--- src/rtl/tinker_arb_pkg.sv ---
// Shared types for the tinker memory arbiter: FSM state and access owner encoding.
// Latency: n/a (types and helpers only).
// Backpressure: n/a.
package tinker_arb_pkg;

  typedef enum logic [1:0] {
    IDLE    = 2'd0,
    BUSY_IF = 2'd1,
    BUSY_LS = 2'd2,
    ERR_LS  = 2'd3
  } arb_state_t;

  typedef enum logic [1:0] {
    OWN_NONE = 2'd0,
    OWN_IF   = 2'd1,
    OWN_LS   = 2'd2
  } owner_t;

  // Memory is 8-byte wide; an LSU access must start on a word boundary.
  function automatic logic word_aligned(input logic [2:0] lo);
    return lo == 3'b000;
  endfunction

endpackage

--- src/rtl/tinker_sat_counter.sv ---
// Saturating up-counter with synchronous clear (clear wins over increment).
// Latency: count reflects inc/clr one clock after they are sampled.
// Backpressure: none; holds at MAX while inc stays asserted.
module tinker_sat_counter #(
  parameter int MAX = 4,
  parameter int W   = $clog2(MAX + 1)
) (
  input  logic         clk,
  input  logic         reset,
  input  logic         inc_i,
  input  logic         clr_i,
  output logic [W-1:0] count_o
);

  logic [W-1:0] count_q, count_d;

  // Next count: clear has priority, increment stops at MAX.
  always_comb begin
    count_d = count_q;
    if (clr_i) begin
      count_d = '0;
    end else if (inc_i && (count_q != W'(MAX))) begin
      count_d = count_q + W'(1);
    end
  end

  // Count register, asynchronously cleared.
  always_ff @(posedge clk or posedge reset) begin
    if (reset) count_q <= '0;
    else       count_q <= count_d;
  end

  assign count_o = count_q;

endmodule

--- src/rtl/tinker_mem_arbiter.sv ---
// Arbitrates one shared memory port between instruction fetch and load/store; optional grant counters under TINKER_ARB_STATS_EN.
// Latency: grant and mem_req combinational in IDLE; response forwarded in the cycle mem_rvalid arrives (misaligned LSU: 1 cycle).
// Backpressure: one access outstanding; requesters hold req/payload until grant, LSU preferred unless IF has starved MAX_STARVE cycles.
module tinker_mem_arbiter
  import tinker_arb_pkg::*;
#(
  parameter int MAX_STARVE = 4,
  parameter int AW         = 64
) (
  input  logic          clk,
  input  logic          reset,
  input  logic          if_req,
  input  logic [AW-1:0] if_addr,
  output logic          if_gnt,
  output logic          if_rvalid,
  output logic [AW-1:0] if_rdata,
  input  logic          ls_req,
  input  logic          ls_we,
  input  logic [AW-1:0] ls_addr,
  input  logic [AW-1:0] ls_wdata,
  output logic          ls_gnt,
  output logic          ls_rvalid,
  output logic [AW-1:0] ls_rdata,
  output logic          ls_err,
  output logic          mem_req,
  output logic          mem_we,
  output logic [AW-1:0] mem_addr,
  output logic [AW-1:0] mem_wdata,
  input  logic          mem_rvalid,
  input  logic [AW-1:0] mem_rdata
`ifdef TINKER_ARB_STATS_EN
  ,
  output logic [31:0]   if_gnt_cnt,
  output logic [31:0]   ls_gnt_cnt
`endif
);

  localparam int SW = $clog2(MAX_STARVE + 1);
  // Fetches are issued for the whole 8-byte instruction pair.
  localparam logic [AW-1:0] FETCH_MASK = ~AW'(7);

  arb_state_t    state_q, state_d;
  owner_t        win;
  logic [SW-1:0] starve_cnt;
  logic          starve_full;

  assign starve_full = (starve_cnt == SW'(MAX_STARVE));

  tinker_sat_counter #(
    .MAX (MAX_STARVE),
    .W   (SW)
  ) u_starve (
    .clk     (clk),
    .reset   (reset),
    .inc_i   (if_req & ~if_gnt),
    .clr_i   (if_gnt),
    .count_o (starve_cnt)
  );

  // State register; reset abandons any access in flight.
  always_ff @(posedge clk or posedge reset) begin
    if (reset) state_q <= IDLE;
    else       state_q <= state_d;
  end

  // Arbitration, memory request steering, response return and next state.
  always_comb begin
    state_d   = state_q;
    win       = OWN_NONE;
    if_gnt    = 1'b0;
    if_rvalid = 1'b0;
    if_rdata  = '0;
    ls_gnt    = 1'b0;
    ls_rvalid = 1'b0;
    ls_rdata  = '0;
    ls_err    = 1'b0;
    mem_req   = 1'b0;
    mem_we    = 1'b0;
    mem_addr  = '0;
    mem_wdata = '0;
    case (state_q)
      IDLE: begin
        // Grants are combinational, so they are masked while reset is held.
        if (!reset) begin
          if (if_req && (!ls_req || starve_full)) win = OWN_IF;
          else if (ls_req)                        win = OWN_LS;
        end
        case (win)
          OWN_IF: begin
            if_gnt   = 1'b1;
            mem_req  = 1'b1;
            mem_addr = if_addr & FETCH_MASK;
            state_d  = BUSY_IF;
          end
          OWN_LS: begin
            ls_gnt = 1'b1;
            if (word_aligned(ls_addr[2:0])) begin
              mem_req   = 1'b1;
              mem_we    = ls_we;
              mem_addr  = ls_addr;
              mem_wdata = ls_wdata;
              state_d   = BUSY_LS;
            end else begin
              state_d   = ERR_LS;
            end
          end
          default: ;
        endcase
      end
      BUSY_IF: begin
        if (mem_rvalid) begin
          if_rvalid = 1'b1;
          if_rdata  = mem_rdata;
          state_d   = IDLE;
        end
      end
      BUSY_LS: begin
        if (mem_rvalid) begin
          ls_rvalid = 1'b1;
          ls_rdata  = mem_rdata;
          state_d   = IDLE;
        end
      end
      ERR_LS: begin
        ls_rvalid = 1'b1;
        ls_err    = 1'b1;
        state_d   = IDLE;
      end
      default: state_d = IDLE;
    endcase
  end

`ifdef TINKER_ARB_STATS_EN
  logic [31:0] if_gnt_cnt_q, ls_gnt_cnt_q;

  // Free-running grant counters; wrap naturally at 2^32.
  always_ff @(posedge clk or posedge reset) begin
    if (reset) begin
      if_gnt_cnt_q <= '0;
      ls_gnt_cnt_q <= '0;
    end else begin
      if (if_gnt) if_gnt_cnt_q <= if_gnt_cnt_q + 32'd1;
      if (ls_gnt) ls_gnt_cnt_q <= ls_gnt_cnt_q + 32'd1;
    end
  end

  assign if_gnt_cnt = if_gnt_cnt_q;
  assign ls_gnt_cnt = ls_gnt_cnt_q;
`endif

endmodule

--- config.mk ---
export PLATFORM = sky130hd
export DESIGN_NAME = tinker_mem_arbiter
export DESIGN_NICKNAME = d
export VERILOG_FILES = /design/src/rtl/tinker_arb_pkg.sv /design/src/rtl/tinker_sat_counter.sv /design/src/rtl/tinker_mem_arbiter.sv
export SDC_FILE = /design/constraint.sdc
export NUM_CORES = 1
export LEC_CHECK = 0
export CORE_AREA = 2 2 207 209
export DETAILED_ROUTE_END_ITERATION = 12
export DIE_AREA = 0 0 209 211
export GPL_ROUTABILITY_DRIVEN = 1
export HOLD_SLACK_MARGIN = 0.08
export SKIP_LAST_GASP = 1
export SLEW_MARGIN = 20
export SYNTH_ARGS = -nofsm -noshare
export SYNTH_HDL_FRONTEND = slang
export SYNTH_HIERARCHICAL = 1
export SYNTH_SLANG_ARGS = --single-unit
--- constraint.sdc ---
create_clock -name clk -period 2.5 [get_ports clk]
set_clock_uncertainty 0.05 [all_clocks]
set_input_delay 0.5 -clock clk [delete_from_list [all_inputs] [get_ports clk]]
set_output_delay 0.5 -clock clk [all_outputs]
set_load 0.005 [all_outputs]
### Yosys cells after proc, flatten, opt, wreduce, memory -nomap -nowiden

Cells that the tools add are included.

* output and inout port bits: 263
* register bits after elaboration: 5
* logic and storage cells: 56

* reduce and logical (&&, ||, !) cells: 9
* eq/ne operators: 9
* add/sub/neg operators: 1
* muxes and demuxes: 33
* bitwise operators: 2

Operators by type and width (count)
* two-way mux 64 bit: 8
* case mux 64 bit (2 select lines): 1
* two-way mux 1 bit: 13
* two-way mux 2 bit: 5
* == test 2 bit, second input constant: 3
* two-way mux 3 bit: 2
* case mux 2 bit (3 select lines): 1
* == test 2 x 1 -> 1 bit, second input constant: 2
* case mux 1 bit (2 select lines): 2
* case mux 2 bit (2 select lines): 1
* adder 3 x 1 -> 3 bit, second input constant: 1
* == test 3 bit, second input constant: 1
* logical NOT 3 bit: 1
* != test 3 x 1 -> 1 bit, second input constant: 1
* != test 3 bit, second input constant: 1
* logical AND 1 bit: 2
* logical NOT 2 bit: 1
* != test 2 x 1 -> 1 bit, second input constant: 1
* AND reduction 2 bit: 1
* nonzero test 2 bit: 1
* OR reduction 2 bit: 1
* AND 1 bit: 1
* logical NOT 1 bit: 1
* logical OR 1 bit: 1
* NOT 1 bit: 1

### Logic depth before layout (Yosys ltp)

Gate-level depths: netlist of run 1.

* depth after elaboration: 14
* mapped depth: 9
* gate-level depth less buffers: 8

### By module

The synthesis of run 1 kept the hierarchy.

By module, submodules not included
* tinker_mem_arbiter: instances 1, cells each 417, area an instance 2491.1 um^2, sequential area each 50.0 um^2
* tinker_sat_counter: instances 1, cells each 18, area an instance 197.7 um^2, sequential area each 75.1 um^2

### Worst setup path before layout of run 1

OpenSTA, ideal clock, no wires.

* kind: in2out
* start point: input ls_req
* end point: output mem_addr[10]
* required time: 1950 ps
* arrival time: 1802 ps
* buffers on the path: 2
* stages: 7
* setup slack: 148 ps
* cell sequence: a21bo_2 > and3_1 > ha_1 > nand2b_1 > clkbuf_1 > clkbuf_1 > nor2_1

* longest elaborated chain between the ends: 9
* elaborated cells on any way between the ends: 11

RTL lines
* start: declaration: line tinker_mem_arbiter.sv:17 `input logic ls_req,`
* logical NOT 1 bit: line tinker_mem_arbiter.sv:85 `if (if_req && (!ls_req || starve_full)) win = OWN_IF;`
* logical OR 1 bit: line tinker_mem_arbiter.sv:85
* logical AND 1 bit: line tinker_mem_arbiter.sv:85
* two-way mux 2 bit (*): line tinker_mem_arbiter.sv:85
* two-way mux 2 bit (*): line tinker_mem_arbiter.sv:84 `if (!reset) begin`
* two-way mux 2 bit (*): line tinker_mem_arbiter.sv:81 `case (state_q)`
* == test 2 bit or == test 2 x 1 -> 1 bit (tied branches): line tinker_mem_arbiter.sv:88 `case (win)`
* case mux 64 bit (2 select lines) (*): line tinker_mem_arbiter.sv:88
* two-way mux 64 bit (*): line tinker_mem_arbiter.sv:81
* end: declaration: line tinker_mem_arbiter.sv:27 `output logic [AW-1:0] mem_addr,`

Every way passes the cells marked *; elsewhere a longest branch is shown, timed or not. The select of a mux whose other input is x is not followed.

### Worst setup path after layout of run 1

* start point: input if_req
* end point: output mem_wdata[1]

* longest elaborated chain between the ends: 7

RTL lines
* start: declaration: line tinker_mem_arbiter.sv:12 `input logic if_req,`
* logical AND 1 bit: line tinker_mem_arbiter.sv:85
* two-way mux 2 bit: line tinker_mem_arbiter.sv:85
* two-way mux 2 bit: line tinker_mem_arbiter.sv:84
* two-way mux 2 bit: line tinker_mem_arbiter.sv:81
* == test 2 bit: line tinker_mem_arbiter.sv:88
* two-way mux 64 bit: line tinker_mem_arbiter.sv:88
* two-way mux 64 bit: line tinker_mem_arbiter.sv:81
* end: declaration: line tinker_mem_arbiter.sv:28 `output logic [AW-1:0] mem_wdata,`

No other way between the ends. The select of a mux whose other input is x is not followed.

==> results of run 1 <==
==> worst register-to-register path, stage by stage (launching register included) <==
cell,delay (ns)
dfrtp_1,0.39
nor2_4,0.07
a21bo_4,0.22
and3_4,0.16
ha_4,0.17
buf_12,0.13
buf_4,0.15
and2_1,0.16
buf_4,0.16
nor2b_2,0.14
a21boi_4,0.21
mux2_4,0.31
==> synth_stat cells (all sizes together) (2+ instances only) <==
master  number  area [sq um]
buf         14         93.83
nand2b       4         25.02
ha           9         112.6
inv          6         22.52
a22oi       61         457.9
nand3        3         15.01
a21oi        2         10.01
and2         3         18.77
nor2b        3         18.77
dfrtp        5         125.1
clkbuf      52         201.4
mux2i        3         30.03
nor2        65         244.0
and3       195          1220
==> per-stage QoR <==
step	utilization	setup WS, ns	hold slack, ns	std cells	setup TNS, ns
finish	0.2463	-0.3075	0.2276	1559	-25.86
floorplan	-	0.1481	0.2036	437	0
global route	0.2461	-0.3799	0.2345	1555	-37.17
detailed placement	0.2088	-1.053	0.6222	1470	-120.80
global placement	0.2088	-1.019	0.5977	1470	-119.00
CTS	0.2307	-0.3234	0.2180	1520	-33.87
==> how the worst max path moves through the flow <==
stage | from | end | slack (ns) | depth (start not counted)
4_1_cts | u_starve/count_o[0] | mem_addr[28] | -0.32 | 11
3_5_place_dp | ls_req | mem_wdata[1] | -1.05 | 9
3_3_place_gp | ls_req | mem_wdata[0] | -1.02 | 9
5_1_grt | u_starve/count_o[0] | mem_wdata[1] | -0.38 | 11
6_report | if_req | mem_wdata[1] | -0.31 | 11
2_1_floorplan | ls_req | mem_addr[10] | 0.15 | 7
==> cell families after synthesis <==
family	count (synthesis)	share of synthesized area
other	1	0.001395
buffers and inverters	72	0.1182
and+or+nand+nor	277	0.5858
DFF	5	0.04653
muxes	4	0.01675
AOI/OAI and AO/OA	67	0.1894
adders and majority gates	9	0.04188
==> layer usage <==
layer  part of all wire  global-route usage  wire [microns]
met5             0.0037                   0             139
met4              0.033             0.03103            1235
met3              0.095             0.05010            3574
met2               0.51              0.2846           19080
met1               0.36              0.1633           13700
==> area by class of cell <==
class / count / area [sq um]
antenna: 7 / 17.52
clock buffer: 4 / 78.83
fill: 4549 / 31470
inverter: 6 / 22.52
multi-input combinational: 360 / 2868
sequential: 5 / 126.4
tap: 539 / 674.4
timing repair buffer: 638 / 6497
==> flip-flops by register name (all words and copies together) (netlist names) <==
name / count
state_q: 2
u_starve/count_o: 3
==> power by group <==
part           switching [mW]  internal, mW  leakage, nW  total [mW]
sequential             0.0434         0.126       0.0599       0.169
clock                  0.0505         0.211       0.0382       0.262
combinational            1.78          2.26         5.18        4.03
total                    1.87          2.59         5.28        4.46
==> timing repair <==
item / 4_1_cts / 5_1_grt
setup buffers: 31 / 30
hold endpoints to repair: 0 / 0
hold buffers: 0 / 0
pin swaps: 34 / 47
resized for setup: 552 / 223
setup endpoints to repair: 163 / 221
cloned: 16 / 10
==> flow_summary.ini, run 1 <==
[pwr]
ir_drop_uv = 295.2
cellLeakagePower_nw = 5.283
finalPower_mw = 4.465
power_density_nw_per_um2 = 434.1

[sta]
hold_violations = 0
setup_viol = 127
rsz0062_at_grt = yes
slew_viol_final = 0
fin_crit_sh = 1.123
fmax_mhz = 356.2
timing.final.ws_setup_ns = -0.3075
period_minus_slack_ns = 2.808

[hold_path]
worst_hold_path_type = in2async

[global_routing]
grtUsageTotal = 0.1509
antenna_found_initial = 20
overflow = 0
grt_pass1_wl_microns = 47140
grt_pass1_vias = 6047
grt_max_degree = 55

[worst_setup_path]
r2r-start = u_starve/count_o[1]
rrSetupSlack_ns = 0.07
reg2reg_depth = 11
crit_path_max_fanout = 8
cp-end-kind = output port
r2r-end = u_starve/count_o[0]
crit_slowest_cell = nor4b_4
critPathTopFamily = buffers and inverters
worstPathRequired_ns = 1.95
crit_chain = clkdlybuf4s15_2 -> nand3_2 -> and3_4 -> ha_4 -> nor4b_4 -> buf_6 -> buf_12 -> buf_8 -> buf_6 -> and3_4 -> buf_6
worst_ep_arrival_time_ns = 2.26
cp-start-kind = primary input
path_buf_inv = 6
cp_slowest_stage_delay_ns = 0.26
cpMostUsedCell = buf_6
criticalPathCategory = in2out

[floorplan]
coreArea_sq_um = 41760
ios = 525
initial_utilization = 0.06439
die_x_microns = 209
dieArea_sq_um = 44100
fp-row-count = 75
die_h_microns = 211

[yosys]
yosysUniqueCellTypes = 27
seq_area_frac_synth = 0.04653
syn_area_per_cell_sq_um = 6.181
async_reset_ff_frac = 1.000
synth_area_sq_um = 2689
synth_warnings = 6
synth_flop_cell = dfrtp_1
ys_ff_latch = 5
syn_inst = 435
synth_enable_flop_cells = 0

[clocking]
cts_made_buffers = 3
clk_pin_slew_ns = 0.03
cts_root_buffer = clkbuf_16
cts_tree = built
h-tree-depth = 1
cts_buffer_depth = 2
clk_latency_ns = 0.23
clock_sinks = 5

[route]
first_pass_iters = 4
routed_wl_microns = 37730
dr.first_iter.drc_count = 279
vias = 6104
ant_nets = 0
drc_errors = 0
via_per_inst = 3.915
wire_per_inst_microns = 24.20

[placement]
placedInstanceArea_sq_um = 8720
place_congestion = 0.8289
portBuffers = 518
place_hpwl_microns = 28050

[job]
cap_violations = 0

[finish]
nets = 1285
layout_commonest_cell = clkdlybuf4s50_1
drive_gt1_frac = 0.3692
synthToLayoutAreaGrowth_pct = 282.5
mostFrequentLayoutCells = clkdlybuf4s50_1, and3_1, buf_2, buf_4, a22oi_2
fin_area_sq_um = 10280

[run_status]
status = complete, but fails checks
violations = negative setup slack
(Power assumes the default switching activity.)
==> run 2, diff against run 1 <==
- CORE_AREA: 2 2 207 209 -> 2 2 206 208
- DIE_AREA: 0 0 209 211 -> 0 0 208 210
- clock period: 2.5 -> 2.4 ns (I/O delays scaled with it)
==> flow_summary.ini, run 2 (synthesis results as in run 1) <==
[run_status]
status = complete, but fails checks
violations = negative setup slack

[worst_setup_path]
crit_chain = nor2_2 -> a21bo_2 -> nand3_2 -> ha_4 -> nor4b_4 -> buf_4 -> buf_12 -> buf_12 -> buf_12 -> buf_16 -> buf_4 -> and3_4 -> buf_2
cpMostUsedCell = buf_12
crit_slowest_cell = dfrtp_1
worstPathRequired_ns = 1.87
cp-end-kind = output port
path_buf_inv = 7
critPathTopFamily = buffers and inverters
cp_slowest_stage_delay_ns = 0.38
cp-start-kind = flip-flop
criticalPathCategory = reg2out
crit_path_max_fanout = 4
worst_ep_arrival_time_ns = 2.44

[finish]
largest_reg_flops = 3
multi_input_area_sq_um = 3013
mostFrequentLayoutCells = clkdlybuf4s50_1, and3_1, buf_6, dlymetal6s2s_1, buf_4
layout_commonest_cell = clkdlybuf4s50_1
nets = 1329
ff_latch_area_sq_um = 125.1
final.fill_count = 4432
fin_cells = 1603
drive_gt1_frac = 0.4267
synthToLayoutAreaGrowth_pct = 320.1
fin_area_sq_um = 11300

[sta]
fmax_mhz = 337.2
hold_violations = 0
slew_viol_final = 0
setup_viol = 145
period_minus_slack_ns = 2.965
timing.final.ws_setup_ns = -0.5652
fin_crit_sh = 1.235
tns_ns = -50.98
rsz0062_at_grt = yes

[placement]
portBuffers = 518
place_hpwl_microns = 23760
dpl.cell_count = 1469
placedInstanceArea_sq_um = 8720
place_congestion = 0.8493
detailedPlace.worstSlack_ns = -1.132

[route]
via_per_inst = 3.856
drc_errors = 0
ant_nets = 0
vias = 6181
wire_per_inst_microns = 21.15
dr.first_iter.drc_count = 260
first_pass_iters = 4
routed_wl_microns = 33900

[pwr]
cellLeakagePower_nw = 6.306
ir_drop_uv = 355.1
power_density_nw_per_um2 = 435.3
finalPower_mw = 4.918

[floorplan]
coreArea_sq_um = 41480
dieArea_sq_um = 43680
die_h_microns = 210
die_x_microns = 208
initial_utilization = 0.06483
fp-row-count = 75
ios = 525

[global_routing]
grt_pass1_wl_microns = 42500
overflow = 0
grt_max_degree = 108
grt_pass1_vias = 6076
antenna_found_initial = 18
grtUsageTotal = 0.1323

[clocking]
cts_root_buffer = clkbuf_16
clk_pin_slew_ns = 0.04
clock_sinks = 5
clk_latency_ns = 0.23
h-tree-depth = 1
hold_buffers = 0
cts_made_buffers = 3
cts_tree = built
cts_buffer_depth = 2

[job]
cap_violations = 0

[hold_path]
worst_hold_path_type = in2async
-- run 2: changes by cell type in the layout (fill, tap and decap cells not counted), sizes merged --
cell	change
clkdlybuf4s50	-47
dlymetal6s2s	+44
buf	+26
clkdlybuf4s15	+11
dlygate4sd2	+7
bufbuf	+2
clkbuf	+1
-- run 2: power by group --
part           internal (mW)  leakage [nW]  switching (mW)
sequential             0.129        0.0609          0.0339
clock                  0.221        0.0382          0.0646
combinational           2.58          6.21            1.88
total                   2.94          6.31            1.98
-- run 2: area by class of cell --
class / instances / share of cell area
timing repair buffer: 682 / 0.6520
multi-input combinational: 360 / 0.2667
tap: 539 / 0.05970
sequential: 5 / 0.01108
clock buffer: 4 / 0.006978
inverter: 6 / 0.001994
antenna: 7 / 0.001551
-- run 2: final timing paths --
check | start | to | slack [ns] | cells past startpoint
min in group clk | u_starve/count_o[1] | u_starve/count_o[1] | 0.68 | 3
hold / removal | reset | u_starve/count_o[2] | 0.18 | 3
setup / recovery | u_starve/count_o[1] | mem_wdata[20] | -0.57 | 13
setup reg to reg | u_starve/count_o[1] | u_starve/count_o[0] | -0.08 | 12
hold reg to reg | u_starve/count_o[1] | u_starve/count_o[1] | 0.68 | 3
max in group asynchronous | reset | state_q[1] | 1.94 | 4
-- run 2: tightest hold or removal path, stage by stage --
cell	delay, ns
buf_2	0.11
buf_4	0.12
inv_1	0.10
-- run 2: metal layers --
layer	share of wire	wire length [microns]	vias to the layer above	GRT usage
li1	-	-	2839	-
met1	0.37	12450	2900	0.1384
met2	0.53	18060	378	0.2617
met3	0.067	2283	58	0.03188
met4	0.032	1071	6	0.03350
met5	0.0011	36	-	0
-- run 2: repair_timing --
action | in CTS | in global routing
buffers inserted | 66 | 41
resized for setup | 675 | 208
setup endpoints to repair | 230 | 219
cloned | 23 | 10
pin swaps | 51 | 37
-- run 2: metrics by stage --
stage                     utilization  hold WS (ns)
final                          0.2724        0.1848
after global placement         0.2102        0.5567
after CTS                      0.2539        0.1857
after detailed placement       0.2102        0.5646
after floorplan                     -        0.1836
after global routing           0.2722        0.2020
==> run 3, diff against run 2 <==
- CORE_AREA: 2 2 206 208 -> 2 2 203 205
- DIE_AREA: 0 0 208 210 -> 0 0 205 207
- DONT_BUFFER_PORTS: not set -> 1
==> flow_summary.ini, run 3 (synthesis results as in run 1) <==
[placement]
place_hpwl_microns = 24440
place_congestion = 0.8407
placedInstanceArea_sq_um = 3694
portBuffers = 0
detailedPlace.worstSlack_ns = -0.2757

[sta]
fmax_mhz = 363.3
timing.final.ws_setup_ns = -0.3529
hold_violations = 0
setup_viol = 127
timing.hold.ws_ns = 0.1625
fin_crit_sh = 1.147
rsz0062_at_grt = yes
period_minus_slack_ns = 2.753
slew_viol_final = 0

[worst_setup_path]
crit_slowest_cell = dfrtp_1
worstPathRequired_ns = 1.87
cp-end-kind = output port
worst_ep_arrival_time_ns = 2.22
cp_slowest_stage_delay_ns = 0.41
cp-start-kind = flip-flop
crit_path_max_fanout = 7
crit_chain = nor2_4 -> nand3_2 -> and3_4 -> ha_4 -> nor4b_4 -> buf_6 -> buf_12 -> clkbuf_16 -> a22oi_2 -> nor2_1 -> buf_4
criticalPathCategory = reg2out

[job]
cap_violations = 0

[clocking]
clk_pin_slew_ns = 0.03
cts_made_buffers = 3
clock_sinks = 5
cts_buffer_depth = 2
cts_tree = built
clk_latency_ns = 0.23
h-tree-depth = 1
cts_root_buffer = clkbuf_16

[finish]
final.fill_count = 4622
nets = 736
ff_latch_area_sq_um = 125.1
drive_gt1_frac = 0.4634
synthToLayoutAreaGrowth_pct = 80.60
mostFrequentLayoutCells = and3_1, buf_4, and3_4, a22oi_2, nor2_1
largest_reg_flops = 3
fin_util = 0.1203
multi_input_area_sq_um = 2845
layout_commonest_cell = and3_1
fin_area_sq_um = 4856

[global_routing]
grtUsageTotal = 0.1237
antenna_found_initial = 14
grt_max_degree = 132
grt_pass1_wl_microns = 34890
grt_pass1_vias = 3588
overflow = 0

[floorplan]
dieArea_sq_um = 42440
initial_utilization = 0.06661
die_h_microns = 207
fp-row-count = 74
coreArea_sq_um = 40370
ios = 525
die_x_microns = 205

[route]
wire_per_inst_microns = 29.12
routed_wl_microns = 29120
via_per_inst = 3.912
first_pass_iters = 4
drc_errors = 0
ant_nets = 0
dr.first_iter.drc_count = 201
vias = 3912

[hold_path]
worst_hold_path_type = in2async

[pwr]
cellLeakagePower_nw = 2.094
finalPower_mw = 2.417
power_density_nw_per_um2 = 497.7
ir_drop_uv = 407.0

[run_status]
violations = negative setup slack
status = complete, but fails checks
[run 3: through the flow]
step	TNS [ns]	instances
after global routing	-45.26	997
final	-32.07	1000
after floorplan	0	437
after detailed placement	-18.37	967
after CTS	-31.80	988
after global placement	-12.31	967
[run 3: cell type report]
class,count,area share
flip-flops and latches,5,0.02577
multi-input cells,360,0.5859
repair buffers,89,0.2283
well taps,532,0.1371
diodes,4,0.002061
inverters,6,0.004638
clock buffers,4,0.01623
[run 3: repair_timing]
action,CTS,global route
hold endpoints to repair,3,0
hold buffers,1,0
endpoints found under the setup margin,128,130
pin swaps,18,24
setup buffers,8,9
gates resized for setup,116,58
gates cloned,8,4
[run 3: metal layers]
layer / vias up / routed length (microns) / global-route usage
met3: 39 / 2767 / 0.04342
met4: 14 / 468 / 0.02059
li1: 1640 / - / -
met1: 1886 / 10550 / 0.1308
met5: - / 101 / 0
met2: 333 / 15230 / 0.2354
[run 3: critical path: cells and delay by family (launching register included)]
family,cells,cell delay (ns)
buffers and inverters,4,0.60
and+or+nand+nor,5,0.65
AOI/OAI and AO/OA,1,0.16
DFF,1,0.41
adders and majority gates,1,0.16
[run 3: final timing paths]
path | start | to | slack, ns | cells past startpoint
worst min-delay path | reset | state_q[1] | 0.16 | 2
worst max register to register | u_starve/count_o[1] | u_starve/count_o[0] | 0.17 | 9
worst min register to register | state_q[0] | state_q[0] | 0.62 | 2
worst max-delay path | u_starve/count_o[1] | mem_addr[3] | -0.35 | 11
max in group asynchronous | reset | u_starve/count_o[2] | 1.63 | 2
min in group clk | mem_rvalid | state_q[0] | 0.57 | 3
[run 3: report_power, final]
part / internal [mW] / switching (mW)
combinational: 0.779 / 1.18
clock: 0.220 / 0.0574
sequential: 0.129 / 0.0478
